--- config.mk ---
export PLATFORM = sky130hd
export DESIGN_NAME = interleaver_pingpong_ctrl
export DESIGN_NICKNAME = d
export VERILOG_FILES = /design/src/rtl/interleaver_pingpong_ctrl.sv
export SDC_FILE = /design/constraint.sdc
export NUM_CORES = 1
export LEC_CHECK = 0
export ABC_AREA = 1
export CAP_MARGIN = 20
export CORE_ASPECT_RATIO = 1.75
export CORE_MARGIN = 2
export CORE_UTILIZATION = 25
export CTS_CLUSTER_DIAMETER = 150
export CTS_CLUSTER_SIZE = 16
export DETAILED_ROUTE_END_ITERATION = 16
export GPL_TIMING_DRIVEN = 0
export SKIP_CTS_REPAIR_TIMING = 1
export SLEW_MARGIN = 20
export SYNTH_ARGS = -nofsm -noshare
export SYNTH_HDL_FRONTEND = slang
export SYNTH_SLANG_ARGS = --single-unit
--- constraint.sdc ---
create_clock -name clk -period 3.9 [get_ports clk]
set_clock_uncertainty 0.15 [all_clocks]
set_input_delay 0.39 -clock clk [delete_from_list [all_inputs] [get_ports clk]]
set_output_delay 0.39 -clock clk [all_outputs]
set_load 0.03 [all_outputs]
--- src/rtl/interleaver_pingpong_ctrl.sv ---
// Ping-pong block interleaver controller: FEC bits land at permuted addresses in one bank while the
// other, completed bank drains in natural order as Ncpc-bit symbols. Optional macro: IL_BYPASS_EN.
module interleaver_pingpong_ctrl #(
  parameter int Ncbps = 192,
  parameter int Ncpc  = 2,
  parameter int d     = 16
) (
  input  logic            clk,
  input  logic            resetN,
`ifdef IL_BYPASS_EN
  input  logic            bypass,
`endif
  input  logic            in_valid,
  input  logic            in_data,
  output logic            in_ready,
  input  logic            out_ready,
  output logic            out_valid,
  output logic [Ncpc-1:0] out_data,
  output logic            out_last,
  output logic            busy
);

  localparam int S    = (Ncpc / 2 > 1) ? Ncpc / 2 : 1;
  localparam int NSYM = Ncbps / Ncpc;
  localparam int AW   = $clog2(Ncbps);
  localparam int IW   = $clog2(NSYM);
  localparam int PW   = $clog2(Ncbps * d) + 1;

  typedef enum logic [1:0] {EMPTY, FILLING, FULL, DRAINING} bank_st_t;

  bank_st_t         bank_st [2];
  logic [Ncbps-1:0] mem [2];
  logic             wsel;
  logic             rsel;
  logic [AW-1:0]    k;
  logic [IW-1:0]    i;
  logic [IW-1:0]    i_nxt;
  logic [AW-1:0]    wr_addr;
  logic             wr_en;
  logic             wr_done;
  logic             wr_byp;

  // Two-step permutation; intermediates are wide enough that d*m never truncates.
  function automatic logic [AW-1:0] perm_addr(input logic [AW-1:0] kk);
    logic [PW-1:0] kw;
    logic [PW-1:0] m;
    logic [PW-1:0] t;
    logic [PW-1:0] j;
    kw = PW'(kk);
    m  = PW'(Ncbps / d) * (kw % PW'(d)) + kw / PW'(d);
    t  = m + PW'(Ncbps) - (PW'(d) * m) / PW'(Ncbps);
    j  = PW'(S) * (m / PW'(S)) + (t % PW'(S));
    return AW'(j);
  endfunction

  function automatic logic [Ncpc-1:0] sym_at(input logic sel, input logic [IW-1:0] idx);
    logic [AW-1:0] base;
    base = AW'(idx) * AW'(Ncpc);
    return mem[sel][base +: Ncpc];
  endfunction

`ifdef IL_BYPASS_EN
  logic byp_q [2];

  // Bypass is captured while the write bank is still empty and then frozen for the block.
  always_ff @(posedge clk or negedge resetN) begin
    if (!resetN) begin
      byp_q[0] <= 1'b0;
      byp_q[1] <= 1'b0;
    end else if (bank_st[wsel] == EMPTY) begin
      byp_q[wsel] <= bypass;
    end
  end

  assign wr_byp = (bank_st[wsel] == EMPTY) ? bypass : byp_q[wsel];
`else
  assign wr_byp = 1'b0;
`endif

  assign in_ready = (bank_st[wsel] == EMPTY) || (bank_st[wsel] == FILLING);
  assign busy     = (bank_st[0] != EMPTY) || (bank_st[1] != EMPTY);
  assign wr_en    = in_valid && in_ready;
  assign wr_done  = wr_en && (k == AW'(Ncbps - 1));
  assign wr_addr  = wr_byp ? k : perm_addr(k);
  assign i_nxt    = i + IW'(1);

  // Write stage: bank storage carries no reset.
  always_ff @(posedge clk) begin
    if (wr_en) mem[wsel][wr_addr] <= in_data;
  end

  // Control and output stage: bank sequencing plus the registered symbol presented to the mapper.
  always_ff @(posedge clk or negedge resetN) begin
    if (!resetN) begin
      wsel       <= 1'b0;
      rsel       <= 1'b0;
      k          <= '0;
      i          <= '0;
      bank_st[0] <= EMPTY;
      bank_st[1] <= EMPTY;
      out_valid  <= 1'b0;
      out_data   <= '0;
      out_last   <= 1'b0;
    end else begin
      if (wr_en) begin
        if (wr_done) begin
          k             <= '0;
          wsel          <= ~wsel;
          bank_st[wsel] <= FULL;
        end else begin
          k             <= k + AW'(1);
          bank_st[wsel] <= FILLING;
        end
      end

      if (!out_valid) begin
        if (bank_st[rsel] == FULL) begin
          out_valid <= 1'b1;
          out_data  <= sym_at(rsel, '0);
          out_last  <= 1'b0;
          i         <= '0;
        end
      end else if (out_ready) begin
        if (out_last) begin
          bank_st[rsel] <= EMPTY;
          rsel          <= ~rsel;
          i             <= '0;
          // Chain straight into the other bank when it is already complete.
          if (bank_st[~rsel] == FULL) begin
            out_data <= sym_at(~rsel, '0);
            out_last <= 1'b0;
          end else begin
            out_valid <= 1'b0;
            out_last  <= 1'b0;
          end
        end else begin
          bank_st[rsel] <= DRAINING;
          i             <= i_nxt;
          out_data      <= sym_at(rsel, i_nxt);
          out_last      <= (i_nxt == IW'(NSYM - 1));
        end
      end
    end
  end

endmodule

* After elaboration in Yosys (flattened, before gate mapping)
Memories as Yosys holds them, arrays and structs flattened. Cells that the tools add are included.
Word-level totals: RAM bits 384, register bits 25, memories kept 1
Memory list:
- mem | words 2, width 192, read ports 2, clocked after memory_dff 0, wr ports 1, line 32 | logic [Ncbps-1:0] mem [2];
Operators by class: reductions and logical operators 15, multipliers 1, shifts and indexed selects 1, eq/ne operators 7, $lt $le $gt $ge 7, bitwise operators 14, $add $sub $neg 3, mux-type cells 41
Operators with widths (count):
- 192-bit two-way mux | 1
- 192-bit by 9-bit variable part select with 2-bit output | 1
- 2-bit two-way mux | 16
- 7-bit two-way mux | 4
- 4-bit two-way mux | 5
- 1-bit two-way mux | 11
- 8-bit by 9-bit less-than comparator with 1-bit output (second input constant) | 1
- 8-bit by 1-bit adder with 8-bit output (second input constant) | 1
- 8-bit by 4-bit adder with 8-bit output | 1
- 1-bit demux with 8-bit select | 1
- 8-bit equality test (second input constant) | 1
- 8-bit by 1-bit greater-or-equal comparator with 1-bit output (second input constant) | 1
- 8-bit two-way mux | 1
- 7-bit by 1-bit adder with 7-bit output (second input constant) | 1
- 7-bit equality test (second input constant) | 1
- 2-bit greater-or-equal comparator (second input constant) | 3
- 2-bit by 4-bit multiplier with 6-bit output (first input constant) | 1
- 1-bit inverter with 2-bit output | 3
- 3-bit AND reduction | 2
- 2-bit nonzero test | 3
- 1-bit logical AND | 5
- 2-bit AND | 2
- 4-bit AND | 1
- 2-bit demux with 1-bit select | 2
- other kinds (13) | 20

* Depth between registers and ports, before layout
depth after elaboration 14, mapped depth 19

* Least setup slack after synthesis
Ideal clock, no wire load.
path kind register -> register, start register k[0], end memory mem[0][132] (enable), path slack 1101 ps, period minus slack after synthesis 2799 ps, required time 3438 ps, library setup time 312 ps, cell stages (with the launch flop) 12, arrival 2337 ps, cells stage by stage dfrtp_1 -> ha_1 -> fa_1 -> o21ai_0 -> nor2_1 -> nand2_1 -> xor2_1 -> inv_1 -> nor2_1 -> nand2_1 -> buf_2 -> nor3_1
Between the ends: cells in the longest elaborated chain, start to end 7, elaborated cells between the ends (all ways) 8, classes of those cells 1 x add/sub; 1 x mul; 2 x order compare; 3 x mux; 1 x reduce/logical
Ends and longest elaborated chain:
- from (decl) | line 35 | logic [AW-1:0] k;
- from (signal assigned) | line 111 | k <= k + AW'(1);
- 2-bit by 4-bit multiplier with 6-bit output * | line 50 | m = PW'(Ncbps / d) * (kw % PW'(d)) + kw / PW'(d);
- 8-bit by 4-bit adder with 8-bit output * | line 50
- 8-bit by 9-bit less-than comparator with 1-bit output (not written as such) / 8-bit by 1-bit greater-or-equal comparator with 1-bit output (equally long branches) | line 89 | if (wr_en) mem[wsel][wr_addr] <= in_data;
- 1-bit logical AND (not written as such) | line 89
- 1-bit two-way mux (not written as such) | line 89
- 1-bit demux with 8-bit select * | line 89
- 192-bit two-way mux (not written as such) * | line 89
- to (decl) | line 32
Mark *: on every way between the ends. The rest lies on a longest branch, timed or not.

* Worst setup path after layout
start register k[0], end memory mem[0][124] (enable)
Same word-level chain as after synthesis.

==> flow_summary.yaml <==
place:
  dpl_cell_area_um2: 21200
  portBuffers: 10
  globalplace.congestion: 1.01
  dp_hpwl_um: 57200
  dp.cells: 3114
sta:
  slew_headroom_pct: 12.8
  finalSetupTns_ps: 0
  drv_slew: 0
  fin_crit_sh_pct: 97.8
  setup_viol: 0
  tightest_slew_ps: 1310
  min_period_ps: 3810
  max_freq_mhz: 262
  holdWs_ps: 54.8
  hold_violations: 0
  rsz0062_at_grt: "yes"
synthesis:
  async_reset_ff_share_pct: 6.11
  syn_inst: 2066
  syn_nets: 2082
  avgSynthCellArea_um2: 9.55
  yosysTopAreaCellShare_pct: 58.4
  ys_seq_elements: 409
  synth.area.top_cells: "edfxtp_1 (58%), nor3_1 (9.9%), nand2_1 (6.5%)"
  yosysMostFrequentCell: "nor3_1"
  synth.distinct_cells: 30
  synth_commonest_cells: "nor3_1 (390), edfxtp_1 (384), nand2_1 (342)"
  synth-edff-count: 384
  synth_area_um2: 19700
  yosys.area.top_type: "edfxtp_1"
  ys_seq_area_share_pct: 61.6
  synth_warnings: 0
  synthFlopType: "edfxtp_1"
critical_path:
  path_cells: "ha_1 -> fa_1 -> o21ai_0 -> nor2_1 -> nand2_1 -> xor2_1 -> nor2_1 -> nand2_1 -> buf_2 -> nor3_1"
  path_max_fanout: 10
  max_stage_delay_ps: 550
  startpoint_type: "flop"
  cp.required_ps: 4050
  cp.arrival_ps: 3960
  setup.worst_path.end_class: "flop"
  crit_slowest_cell: "fa_1"
  worstSetupPathType: "flop to flop"
drt:
  wirelength_um: 81700
  first_pass_iters: 6
  via_per_inst: 5.21
  drt_iter0_drc: 1731
  ant_nets: 0
  drc: 0
  route.vias.total: 16500
  routedWlPerCell_um: 25.9
final_layout:
  fillers: 8286
  final_nets: 2127
  area_delta_synth_final_pct: 11.8
  fin_util_pct: 28.1
  stdcell_area_um2: 22100
  final_cells: 3157
  drive_above_1_share_pct: 6.98
global_routing:
  grt_max_degree: 157
  grt_pass1_wl_um: 114000
  antenna_found_initial: 0
  grt-ovfl-total: 0
  first_global_vias: 16000
  track_usage_pct: 19.8
clocking:
  cts_tree: "built"
  clk_latency_ps: 620
  htreeDepth: 1
  path_clk_slew_ps: 80
  cts_buffers: 29
  clock-sinks: 409
  clock-root-buffer: "clkbuf_16"
  cts_buffer_depth: 3
run_status:
  status: "completed"
power:
  worst_ir_drop_vdd_mv: 0.344
  power_density_nw_per_um2: 460
  leakagePower_nw: 7.17
run:
  drv_cap: 0
floorplan:
  initial_core_util_pct: 25.2
  die_y_um: 376
  core_area_um2: 78400
  die_w_um: 216
  io_pins: 11
  fp-row-count: 136
  die_area_um2: 81300
hold_path:
  min_path_type: "primary input to flop"
routing by layer:
| layer | vias to the layer above | GRT usage [%] | wire length (um) |
|---|---|---|---|
| li1 | 7251 | - | - |
| met1 | 7892 | 19.1 | 25500 |
| met2 | 952 | 35.2 | 40700 |
| met3 | 367 | 3.22 | 6060 |
| met4 | 0 | 19.3 | 9450 |
| met5 | - | 0 | 0 |
sequential cells by signal, indices dropped and copies added, names as in the netlist:
| signal | cells |
|---|---|
| rsel | 1 |
| bank_st | 4 |
| out_valid | 1 |
| mem | 384 |
| out_data | 2 |
| i | 7 |
| wsel | 1 |
| k | 8 |
| out_last | 1 |
through the flow:
step	total power [W]	setup WS, ps
CTS	0.0100	-934
floorplan	0.00613	1100
finish	0.0101	87.0
detailed placement	0.00718	-906
global route	0.0103	-39.2
global placement	0.00724	-7250
kinds of logic after synthesis:
family	count (synthesis)	share of synthesized area, %
buffers and inverters	307	6.41
xor gates and xnor gates	12	0.571
adders and majority gates	11	0.773
and+or+nand+nor	1154	25.8
AOI/OAI and AO/OA	173	4.90
DFF	409	61.6
power by group:
group / leakage [nW] / total (W) / switching [W] / internal [W]
combinational: 3.04 / 0.00233 / 0.00175 / 0.000580
sequential: 3.75 / 0.00488 / 0.0000522 / 0.00483
clock: 0.378 / 0.00294 / 0.00158 / 0.00136
worst paths after layout:
| path | start | endpoint | slack, ps | cells after the start |
|---|---|---|---|---|
| max | k[0]$_DFFE_PN0P_ | mem[0][124]$_DFFE_PP_ | 90 | 10 |
| min | in_data | mem[0][4]$_DFFE_PP_ | 50 | 1 |
| max reg2reg | k[0]$_DFFE_PN0P_ | mem[0][124]$_DFFE_PP_ | 90 | 10 |
| min reg2reg | k[7]$_DFFE_PN0P_ | k[6]$_DFFE_PN0P_ | 360 | 1 |
| max in group asynchronous | resetN | bank_st[2]$_DFF_PN0_ | 2980 | 2 |
| min in group asynchronous | resetN | k[5]$_DFFE_PN0P_ | 190 | 2 |
cells in the final DEF, fill, tap and decap left out, types with 2 or more instances in the layout:
| master | netlist | final |
|---|---|---|
| buf_1 | 9 | 6 |
| xor2_2 | 1 | 2 |
| buf_2 | 78 | 79 |
| buf_16 | 0 | 2 |
| o21ai_1 | 2 | 2 |
| nand3_1 | 202 | 202 |
| buf_6 | 1 | 2 |
| nand4_1 | 3 | 3 |
| clkbuf_1 | 104 | 96 |
| inv_1 | 109 | 109 |
| ha_1 | 9 | 9 |
| buf_4 | 2 | 3 |
| inv_6 | 0 | 2 |
| edfxtp_1 | 384 | 384 |
| xor2_1 | 8 | 7 |
| clkbuf_2 | 0 | 16 |
| fa_1 | 2 | 2 |
| o21ai_0 | 118 | 118 |
| o22ai_1 | 3 | 3 |
| clkinv_1 | 2 | 2 |
| nand2_1 | 342 | 342 |
| o31ai_1 | 2 | 2 |
| clkbuf_16 | 0 | 29 |
| a21oi_1 | 8 | 8 |
| nor2_1 | 215 | 212 |
| nor3_1 | 390 | 389 |
| inv_2 | 2 | 2 |
| dfrtp_1 | 25 | 25 |
| o211ai_1 | 33 | 33 |
| xnor2_1 | 3 | 2 |
| nor2_2 | 0 | 3 |
| a31oi_1 | 6 | 6 |
| clkbuf_4 | 0 | 2 |
| buf_8 | 0 | 3 |
| clkdlybuf4s50_1 | 0 | 8 |
critical path: cells and delay by family, from the launching register on:
family,cells,cell delay [ps]
buffers and inverters,1,340
AND/OR/NAND/NOR,5,1320
adder cells (fa/ha/maj),2,840
XOR/XNOR,1,220
AO/OA/AOI/OAI,1,210
flip-flops,1,440
area by class of cell:
type | instances | area, um2 | area share, %
inverter | 113 | 424 | 1.92
clock inverter | 2 | 17.5 | 0.0793
sequential | 409 | 12200 | 55.1
clock buffer | 39 | 763 | 3.46
antenna | 1 | 2.50 | 0.0113
buffer | 192 | 865 | 3.92
multi-input combinational | 1350 | 6350 | 28.7
timing repair buffer | 16 | 206 | 0.935
tap | 1035 | 1290 | 5.87
No activity file was read; power rests on OpenSTA's default activity.
